===== config.mk =====
export PLATFORM = sky130hd
export DESIGN_NAME = reg_bank_16x32
export DESIGN_NICKNAME = d
export VERILOG_FILES = /design/src/rtl/cpu_pkg.sv /design/src/rtl/reg32_en.sv /design/src/rtl/reg_bank_16x32.sv
export SDC_FILE = /design/constraint.sdc
export NUM_CORES = 1
export LEC_CHECK = 0
export CAP_MARGIN = 30
export CORE_ASPECT_RATIO = 1.2
export CORE_MARGIN = 2
export CORE_UTILIZATION = 50
export CTS_CLUSTER_SIZE = 14
export DETAILED_ROUTE_END_ITERATION = 7
export GPL_ROUTABILITY_DRIVEN = 1
export MAX_ROUTING_LAYER = met4
export PLACE_DENSITY = 0.68
export SETUP_SLACK_MARGIN = 0.15
export SLEW_MARGIN = 20
export SYNTH_ARGS = -nofsm -noshare
export SYNTH_HDL_FRONTEND = slang
export SYNTH_SLANG_ARGS = --single-unit

===== constraint.sdc =====
create_clock -name clock -period 1.5 [get_ports clock]
set_input_delay 0.225 -clock clock [delete_from_list [all_inputs] [get_ports clock]]
set_output_delay 0.225 -clock clock [all_outputs]
set_load 0.01 [all_outputs]

===== src/rtl/cpu_pkg.sv =====
// Shared CPU definitions: register bank geometry, register index constants
// for the 4-to-16 select decoders, and the one-hot legality helper.
package cpu_pkg;

    localparam int DATA_W   = 32;
    localparam int NUM_REGS = 16;

    // Register index encoding used by the read/write select decoders.
    typedef logic [3:0] reg_idx_t;

    localparam reg_idx_t R0  = 4'd0;
    localparam reg_idx_t R1  = 4'd1;
    localparam reg_idx_t R2  = 4'd2;
    localparam reg_idx_t R3  = 4'd3;
    localparam reg_idx_t R4  = 4'd4;
    localparam reg_idx_t R5  = 4'd5;
    localparam reg_idx_t R6  = 4'd6;
    localparam reg_idx_t R7  = 4'd7;
    localparam reg_idx_t R8  = 4'd8;
    localparam reg_idx_t R9  = 4'd9;
    localparam reg_idx_t R10 = 4'd10;
    localparam reg_idx_t R11 = 4'd11;
    localparam reg_idx_t R12 = 4'd12;
    localparam reg_idx_t R13 = 4'd13;
    localparam reg_idx_t R14 = 4'd14;
    localparam reg_idx_t R15 = 4'd15;

    // True when at most one bit of the select vector is set.
    function automatic logic is_onehot_or_zero(input logic [15:0] v);
        return (v & (v - 16'd1)) == 16'd0;
    endfunction

endpackage


===== src/rtl/reg32_en.sv =====
// Single bank register: async active-low clear, synchronous load enable.
module reg32_en
    import cpu_pkg::*;
(
    input  logic              clock,
    input  logic              clear,
    input  logic              en,
    input  logic [DATA_W-1:0] d,
    output logic [DATA_W-1:0] q
);

    // Load d when enabled; clear forces zero at any time.
    always_ff @(posedge clock or negedge clear) begin
        if (!clear) begin
            q <= '0;
        end else if (en) begin
            q <= d;
        end
    end

endmodule


===== src/rtl/reg_bank_16x32.sv =====
// 16 x 32-bit register bank fed by one-hot read/write select vectors.
// Multi-hot selects are rejected and latched into a sticky error flag.
// Reads of R0 with ba_out set return zero (base-address rule).
// Optional macro REG_BANK_BYPASS_EN: a same-cycle write and read of the same
// register returns the incoming bus_in value (write-through); without it the
// read returns the old register contents.
module reg_bank_16x32
    import cpu_pkg::*;
(
    input  logic                clock,
    input  logic                clear,
    input  logic [NUM_REGS-1:0] wr_sel,
    input  logic [NUM_REGS-1:0] rd_sel,
    input  logic                ba_out,
    input  logic [DATA_W-1:0]   bus_in,
    output logic [DATA_W-1:0]   bus_out,
    output logic                rd_valid,
    output logic                sel_err,
    output logic [NUM_REGS-1:0] written
);

    logic [DATA_W-1:0]   regs [NUM_REGS];
    logic [NUM_REGS-1:0] wr_en;
    logic [DATA_W-1:0]   rd_data;
    logic                wr_ok;
    logic                rd_ok;
    logic                rd_go;

    // Legality: zero or one bit set; a read is issued only with exactly one.
    always_comb begin
        wr_ok = is_onehot_or_zero(wr_sel);
        rd_ok = is_onehot_or_zero(rd_sel);
        rd_go = rd_ok && (rd_sel != '0);
        wr_en = wr_ok ? wr_sel : '0;
    end

    genvar g;
    generate
        for (g = 0; g < NUM_REGS; g++) begin : g_reg
            reg32_en u_reg (
                .clock (clock),
                .clear (clear),
                .en    (wr_en[g]),
                .d     (bus_in),
                .q     (regs[g])
            );
        end
    endgenerate

    // AND-OR read mux over the one-hot select, then bypass and R0 override.
    always_comb begin
        rd_data = '0;
        for (int i = 0; i < NUM_REGS; i++) begin
            if (rd_sel[i]) begin
                rd_data = rd_data | regs[i];
            end
        end
`ifdef REG_BANK_BYPASS_EN
        if (wr_ok && ((wr_sel & rd_sel) != '0)) begin
            rd_data = bus_in;
        end
`endif
        if (ba_out && rd_sel[R0]) begin
            rd_data = '0;
        end
    end

    // Registered read result; bus_out holds when no legal read is issued.
    always_ff @(posedge clock or negedge clear) begin
        if (!clear) begin
            bus_out  <= '0;
            rd_valid <= 1'b0;
        end else begin
            rd_valid <= rd_go;
            if (rd_go) begin
                bus_out <= rd_data;
            end
        end
    end

    // Sticky select error and written-since-reset map.
    always_ff @(posedge clock or negedge clear) begin
        if (!clear) begin
            sel_err <= 1'b0;
            written <= '0;
        end else begin
            sel_err <= sel_err | ~wr_ok | ~rd_ok;
            written <= written | wr_en;
        end
    end

endmodule

* Yosys cells after proc, flatten, opt, wreduce, memory -nomap -nowiden *
Index checks and enable logic that the tools add are counted.

operators by class
  mux-type cells = 18
  $add $sub $neg = 2
  bitwise logic cells = 22
  reduce and logical (&&, ||, !) cells = 5

operators by type and width
  kind                   number
  $mux 32                17
  $or 32x32->32          15
  $and 16x16->16         2
  $logic_not 16->1       2
  $sub 16x1->16 const B  2
  $mux 16                1
  $or 16x16->16          1
  $reduce_bool 16->1     1
  $logic_and 1x1->1      2
  $not 1->1              2
  $or 1x1->1             2

storage, ports and cells
  input port bits = 67
  register bits = 562
  output and inout bits = 50
  logic and storage cells = 67

* Depth between registers and ports, before layout *
Gate-level depths: netlist of run 1.

  depth in word-level cells = 32
  depth in mapped cells = 9
  depth with buffers taken out = 6

* Hierarchy *
A second synthesis of run 1 with hierarchy kept.

second synthesis, totals
  cell total of the unflattened synthesis = 1658
  area total of the unflattened synthesis = 26779.4 um2

modules (own cells, without submodules)
  module          area an instance (um2)  instances  cells each  sequential area each (um2)
  reg32_en        1345.0                  16         68          800.8
  reg_bank_16x32  5258.8                  1          570         1251.2

* Worst setup path before layout of run 1 *
Ideal clock, no wire load.

  path kind = in2reg
  from = in wr_sel[2]
  to = reg g_reg[11].u_reg.q[10]
  stages = 8
  path slack = -1.170 ns
  data required time = 1.375 ns
  path buffers = 2
  arrival = 2.545 ns
  setup time = 0.125 ns
  cell sequence = or4_4 or4_4 o21ai_1 nand3_1 or4b_1 buf_2 buf_6 mux2_4

between the ends
  word-level cells in the longest chain between the ends = 4

ends and longest elaborated chain
  element                 line                  RTL
  start: declaration      reg_bank_16x32.sv:12  input logic [NUM_REGS-1:0] wr_sel,
  $sub 16x1->16           cpu_pkg.sv:30         return (v & (v - 16'd1)) == 16'd0;
  $and 16x16->16 (*)      cpu_pkg.sv:30
  $logic_not 16->1 (*)    cpu_pkg.sv:30
  $mux 16 (*)             reg_bank_16x32.sv:34  wr_en = wr_ok ? wr_sel : '0;
  end signal: assignment  reg32_en.sv:15        q <= '0;
  end signal: assignment  reg32_en.sv:17        q <= d;
  end: declaration        reg32_en.sv:9         output logic [DATA_W-1:0] q

Mark *: on every way between the ends. The rest lies on a longest branch, timed or not.
A chain may end at the register's enable or synchronous reset.

* Final worst setup path of run 1 *
  from = in wr_sel[8]
  to = reg g_reg[2].u_reg.q[18]

between the ends
  word-level cells in the longest chain between the ends = 4

ends and longest elaborated chain
  element                 line
  $sub 16x1->16           cpu_pkg.sv:30
  $and 16x16->16 (*)      cpu_pkg.sv:30
  $logic_not 16->1 (*)    cpu_pkg.sv:30
  $mux 16 (*)             reg_bank_16x32.sv:34
  end signal: assignment  reg32_en.sv:15
  end signal: assignment  reg32_en.sv:17
  end: declaration        reg32_en.sv:9

Marks and branches as above.

==> results of run 1 <==
-- registers in the layout, indices dropped and copies added, names as in the netlist --
signal,cells
rd_valid,1
bus_out,32
written,16
sel_err,1
g.u_reg.q,512
-- power by group --
| part | internal (mW) | total (mW) | leakage (nW) | switching, mW |
|---|---|---|---|---|
| logic | 0.529 | 1.71 | 6.02 | 1.18 |
| clock network | 8.28 | 14.2 | 0.912 | 5.93 |
| registers | 15.2 | 15.2 | 7.85 | 0.0262 |
| total | 24.0 | 31.2 | 14.8 | 7.13 |
-- critical path: stages --
cell      delay [ns]
buf_6           0.09
or4_4           0.53
or4_4           0.54
buf_6           0.14
a211oi_4        0.17
a211o_1         0.18
buf_6           0.13
buf_16          0.10
buf_12          0.11
nand3_4         0.10
buf_12          0.19
mux2_2          0.31
-- per-stage QoR --
stage	TNS, ns	hold slack [ns]
3_5_place_dp	-830.75	0.104
3_3_place_gp	-806.41	0.103
5_1_grt	-438.89	0.0926
6_report	-410.89	0.0695
4_1_cts	-388.45	0.0526
2_1_floorplan	-507.90	-0.0706
-- cells in the final DEF (no fill, tap or decap), types with 2 or more instances in the layout --
cell,netlist,routed
or4_4,2,3
nand4_1,3,3
clkbuf_16,0,57
a211oi_2,1,2
nor3_1,4,4
buf_8,0,5
buf_4,0,133
buf_2,32,17
mux2_2,514,511
a221oi_1,96,96
buf_6,3,17
or2_2,5,4
clkdlybuf4s50_1,0,90
a22oi_1,64,64
nor2_1,14,12
dfrtp_1,562,562
bufinv_16,0,5
nand3_4,0,9
nand2b_1,14,14
o211ai_1,2,2
nand2_1,5,2
buf_12,0,50
a21oi_1,2,2
nand2_8,0,2
dlygate4sd2_1,0,5
or3_1,7,6
nor2_4,0,2
and3_1,32,32
mux2_4,29,33
a31oi_1,33,33
o31ai_1,2,2
buf_16,0,8
diode_2,0,2
clkinv_2,0,10
nor4_1,4,3
clkbuf_1,111,18
clkbuf_8,0,11
inv_1,2,2
a22o_1,96,96
nand3_1,12,2
-- layer usage --
metal  vias up  track usage, %  share of wire [%]
met4         0            11.8                4.0
met5         -               -                  0
met2       523            50.0                 50
met1      8799            39.3                 41
li1       6865               -                  -
met3       163            3.56                5.2
-- final cells by class --
cell class	count	area share, %
Timing Repair Buffer	328	11.9
Inverter	2	0.0251
Sequential cell	562	47.0
Clock inverter	17	0.752
Clock buffer	85	5.41
Antenna cell	2	0.0167
Multi-Input combinational cell	964	32.3
Tap cell	630	2.63
-- what timing repair did --
| item | 4_1_cts | 5_1_grt |
|---|---|---|
| endpoints found under the hold margin | 454 | 0 |
| buffers inserted | 17 | 5 |
| hold buffers | 1 | 0 |
| pin swaps | 12 | 5 |
| setup endpoints to repair | 612 | 612 |
| gates resized for setup | 65 | 16 |
| gates cloned | 8 | 1 |
-- how the worst max path moves through the flow --
stage | start | end | cells after the start
floorplan | rd_sel[0] | bus_out[11] | 9
global placement | wr_sel[2] | g_reg[11].u_reg.q[18] | 8
detailed placement | wr_sel[2] | g_reg[12].u_reg.q[28] | 9
CTS | wr_sel[8] | g_reg[2].u_reg.q[18] | 12
global route | wr_sel[8] | g_reg[2].u_reg.q[18] | 12
finish | wr_sel[8] | g_reg[2].u_reg.q[18] | 12
-- kinds of logic after synthesis --
| group | after synthesis |
|---|---|
| flip-flops | 562 |
| AND/OR/NAND/NOR | 111 |
| multiplexers | 544 |
| buffers and inverters | 157 |
| adder cells (fa/ha/maj) | 1 |
| AO/OA/AOI/OAI | 308 |
==> impl_metrics.json, run 1 <==
{
  "synth_most_common_cell": "dfrtp_1",
  "clk_latency_ns": 0.62,
  "synth.top_cells.by_area": "dfrtp_1 (58%), mux2_2 (24%), a221oi_1 (3.5%), a22o_1 (3.5%), a22oi_1 (2.0%)",
  "antenna_found_initial": 3,
  "critPathCaptureType": "flip-flop",
  "area_delta_synth_final_pct": 24.1,
  "synth.distinct_cells": 46,
  "rows": 88,
  "dr.pass1.iters": 5,
  "postSynthCellCount": 1683,
  "grt_pass1_vias": 17200,
  "synth-xor-area-share_pct": 0,
  "synth_seq_cells": 562,
  "worst_ep_required_time_ns": 2.00,
  "finalPower_mw": 31.2,
  "reg2reg_slack_ns": -0.18,
  "wl_microns": 72700,
  "clk_path_buf_depth": 3,
  "worstSetupPathType": "in -> reg",
  "multiInputGateArea_sq_um": 9690,
  "critPathMaxFanout": 23,
  "regArea_sq_um": 14100,
  "drt_iter0_markers": 1348,
  "synth.yosys.warnings": 0,
  "track_usage_pct": 30.6,
  "layout-drive-gt1-share_pct": 45.8,
  "status": "complete, but fails checks",
  "nNetsFinal": 1980,
  "synth_compound_area_share_pct": 10.4,
  "wl_per_cell_microns": 28.1,
  "avgSynthCellArea_sq_um": 14.3,
  "seq_area_frac_synth_pct": 58.3,
  "num_vias": 16400,
  "arrival_ns": 2.88,
  "min_path_type": "in -> async",
  "violations": "negative setup slack",
  "finalWorstSetupSlack_ns": -0.877,
  "cap_violations": 0,
  "r2r_start": "g_reg[6].u_reg.q[9]",
  "io_buffers": 116,
  "synthAdderAreaFrac_pct": 0.0415,
  "grt-ovfl-total": 0,
  "fin_area_sq_um": 30000,
  "fin_crit_sh_pct": 158,
  "ir_worst_vdd_v": 0.000876,
  "rsz0062_at_grt": "yes",
  "final.setup_skew_ns": 0.0109,
  "yosys.area.top_type": "dfrtp_1",
  "fp.dieArea_sq_um": 50100,
  "post-route-util_pct": 62.5,
  "yosys.area_share.simple_pct": 2.74,
  "ant_nets": 0,
  "synth_top_area_share_pct": 58.3,
  "grt_max_degree": 78,
  "final.fill_count": 3597,
  "drv_slew": 0,
  "start_util_pct": 50.4,
  "ios": 117,
  "cts.reportedPaths.clkPinSlew_ns": 0.06,
  "clock_tree.root_cell": "clkbuf_16",
  "viasPerCell": 6.31,
  "tightest_slew_ns": 0.739,
  "hold_viol": 0,
  "synth.area.mux_share_pct": 25.8,
  "dieWidth_microns": 205,
  "clock-sinks": 562,
  "grt_pass1_wl_microns": 110000,
  "netlist_area_sq_um": 24100,
  "period_needed_ns": 2.38,
  "synthArstFlopShare_pct": 100,
  "synth_nets": 1750,
  "place_congestion": 0.876,
  "dieHeight_microns": 245,
  "synthFlopType": "dfrtp_1",
  "finalNonFillerCells": 2590,
  "cts_tree": "done",
  "pre_cts_ws_ns": -1.62,
  "drc_errors": 0,
  "power_density_nw_per_um2": 1040,
  "hpwl_microns": 43500,
  "postPlaceCellArea_sq_um": 27400,
  "max_freq_mhz": 421,
  "ff2ff_path_depth": 5,
  "slew_headroom_pct": 50.7,
  "finalSetupViolations": 612,
  "crit_path_start_kind": "input port",
  "synth_common_cells": "dfrtp_1 (562), mux2_2 (514), clkbuf_1 (111)",
  "synth_edf_count": 0,
  "reg2reg_to": "bus_out[9]",
  "htree_levels": 2,
  "p_leak_nw": 14.8,
  "core_sq_um": 47900,
  "dpl.cell_count": 2454,
  "synth_top_family_by_area": "multiplexers",
  "cts_buffers": 55
}
Power figures use the tool's default switching activity.
==> run 2, diff against run 1 <==
--- a/config.mk
+++ b/config.mk
@@ -8,14 +8,14 @@
 export CAP_MARGIN = 30
 export CORE_ASPECT_RATIO = 1.2
 export CORE_MARGIN = 2
-export CORE_UTILIZATION = 50
+export CORE_UTILIZATION = 40
 export CTS_CLUSTER_SIZE = 14
 export DETAILED_ROUTE_END_ITERATION = 7
 export GPL_ROUTABILITY_DRIVEN = 1
 export MAX_ROUTING_LAYER = met4
-export PLACE_DENSITY = 0.68
 export SETUP_SLACK_MARGIN = 0.15
 export SLEW_MARGIN = 20
 export SYNTH_ARGS = -nofsm -noshare
 export SYNTH_HDL_FRONTEND = slang
 export SYNTH_SLANG_ARGS = --single-unit
+export TNS_END_PERCENT = 1
==> run 2 against run 1 <==
Effect of this change: the run still ends with negative setup slack left; cell count grew 6.2%; sequential power is essentially flat; worst hold slack gained 0.018 ns; largest cell class unchanged.
==> impl_metrics.json, run 2 (synthesis results as in run 1) <==
{
  "slew_headroom_pct": 50.1,
  "area_delta_synth_final_pct": 23.3,
  "cp_num_buf_inv": 3,
  "clk_latency_ns": 0.61,
  "clock-sinks": 562,
  "place_congestion": 0.831,
  "max_freq_mhz": 443,
  "fp.dieArea_sq_um": 62300,
  "r2r_start": "g_reg[4].u_reg.q[8]",
  "slowest_delay_ns": 0.56,
  "worstSetupPathType": "in -> reg",
  "violations": "negative setup slack",
  "critPathTopFamily": "simple AND/OR/NAND/NOR gates",
  "grt_pass1_wl_microns": 112000,
  "dpl.cell_count": 2643,
  "setup_tns_ns": -292.22,
  "finalWorstSetupSlack_ns": -0.760,
  "rsz0062_at_grt": "yes",
  "layout-drive-gt1-share_pct": 48.6,
  "track_usage_pct": 24.6,
  "path_cells": "buf_6 > or4_4 > or4_4 > o21ai_2 > nand3_1 > or4b_4 > buf_12 > buf_12 > mux2_4",
  "io_buffers": 116,
  "core_sq_um": 59600,
  "p_int_mw": 23.8,
  "nNetsFinal": 1976,
  "grt_max_degree": 72,
  "seqPwrFrac_pct": 49.3,
  "crit_path_start_kind": "input port",
  "clock_tree.root_cell": "clkbuf_16",
  "regMostFlops": "g.u_reg.q",
  "drv_slew": 0,
  "combPwrFrac_pct": 5.8,
  "dr.pass1.iters": 5,
  "min_path_type": "in -> async",
  "power_switching_mw": 7.12,
  "ir_worst_vdd_v": 0.000767,
  "num_vias": 16000,
  "final_cell_mix": "dfrtp_1 (562), mux2_2 (474), buf_4 (154)",
  "cts.reportedPaths.clkPinSlew_ns": 0.06,
  "cts_tree": "done",
  "pwr-share-clk_pct": 44.9,
  "htree_levels": 2,
  "finalSetupViolations": 562,
  "largest_reg_flops": 512,
  "rows": 98,
  "viasPerCell": 5.83,
  "wl_per_cell_microns": 26.8,
  "ios": 117,
  "postPlaceCellArea_sq_um": 27700,
  "clk_path_buf_depth": 3,
  "finalNonFillerCells": 2751,
  "critPathSlowestCell": "or4b_4",
  "finalPower_mw": 30.9,
  "p_leak_nw": 14.8,
  "critPathMaxFanout": 7,
  "ant_nets": 0,
  "grt_pass1_vias": 17200,
  "pre_cts_ws_ns": -1.64,
  "drc_errors": 0,
  "dieHeight_microns": 273,
  "period_needed_ns": 2.26,
  "power_density_nw_per_um2": 1040,
  "switching_share_pct": 23.0,
  "tightest_slew_ns": 0.748,
  "worst_ep_required_time_ns": 1.98,
  "reg2reg_to": "bus_out[8]",
  "ff2ff_path_depth": 6,
  "status": "complete, but fails checks",
  "antenna_found_initial": 1,
  "cts_buffers": 54,
  "critPathCaptureType": "flip-flop",
  "wl_microns": 73900,
  "final.setup_skew_ns": 0.0219,
  "dieWidth_microns": 228,
  "hold_viol": 0,
  "reg2reg_slack_ns": -0.18,
  "reg_top3": "g.u_reg.q x512, bus_out x32, written x16",
  "fin_crit_sh_pct": 151,
  "cap_violations": 0,
  "grt-ovfl-total": 0,
  "hpwl_microns": 44200,
  "drt_iter0_markers": 1230,
  "arrival_ns": 2.74,
  "final_common_cell": "dfrtp_1",
  "fin_area_sq_um": 29800,
  "start_util_pct": 40.5
}
-- run 2: worst max path at each step --
stage          startpoint  depth (start not counted)  slack (ns)                     to
6_report        wr_sel[8]                          9       -0.76  g_reg[11].u_reg.q[14]
5_1_grt         wr_sel[6]                         10       -0.83  g_reg[11].u_reg.q[28]
4_1_cts         wr_sel[3]                          9       -0.88  g_reg[11].u_reg.q[14]
3_5_place_dp    wr_sel[2]                          8       -1.64  g_reg[11].u_reg.q[13]
3_3_place_gp    wr_sel[2]                          8       -1.63  g_reg[11].u_reg.q[17]
2_1_floorplan   rd_sel[0]                          9       -1.11            bus_out[11]
-- run 2: final cells by class --
cell class / instances / area (sq um)
fill: 5177 / 29800
sequential: 562 / 14100
multi-input combinational: 964 / 9750
timing repair buffer: 325 / 3140
clock buffer: 78 / 1580
tap: 800 / 1000
clock inverter: 19 / 213
inverter: 2 / 7.51
antenna: 1 / 2.50
-- run 2: what timing repair did --
item | CTS | global route
endpoints found under the hold margin | 364 | 0
cloned | 2 | 0
setup endpoints to repair | 612 | 612
pin swaps | 13 | 8
gates resized for setup | 282 | 39
hold buffers | 1 | 0
setup buffers | 6 | 1
-- run 2: stage by stage --
stage,utilization [%],hold slack (ns)
6_report,49.9,0.0878
5_1_grt,49.9,0.0951
3_3_place_gp,46.5,0.124
4_1_cts,49.7,0.0747
2_1_floorplan,-,-0.0706
3_5_place_dp,46.5,0.126
-- run 2: per-layer routing --
| metal | GRT usage [%] | vias up | part of all wire (%) |
|---|---|---|---|
| li1 | - | 6846 | - |
| met1 | 31.4 | 8574 | 42 |
| met2 | 40.7 | 474 | 49 |
| met3 | 3.63 | 132 | 5.3 |
| met4 | 7.86 | 0 | 3.1 |
| met5 | - | - | 0 |
-- run 2: power groups by stage --
stage,clock (mW),combinational (mW),sequential (mW)
2_1_floorplan,0,0.458,15.5
3_3_place_gp,0,1.76,15.5
3_5_place_dp,0,1.79,15.5
4_1_cts,14.1,1.81,15.2
5_1_grt,14.7,1.93,15.2
6_report,13.9,1.81,15.2
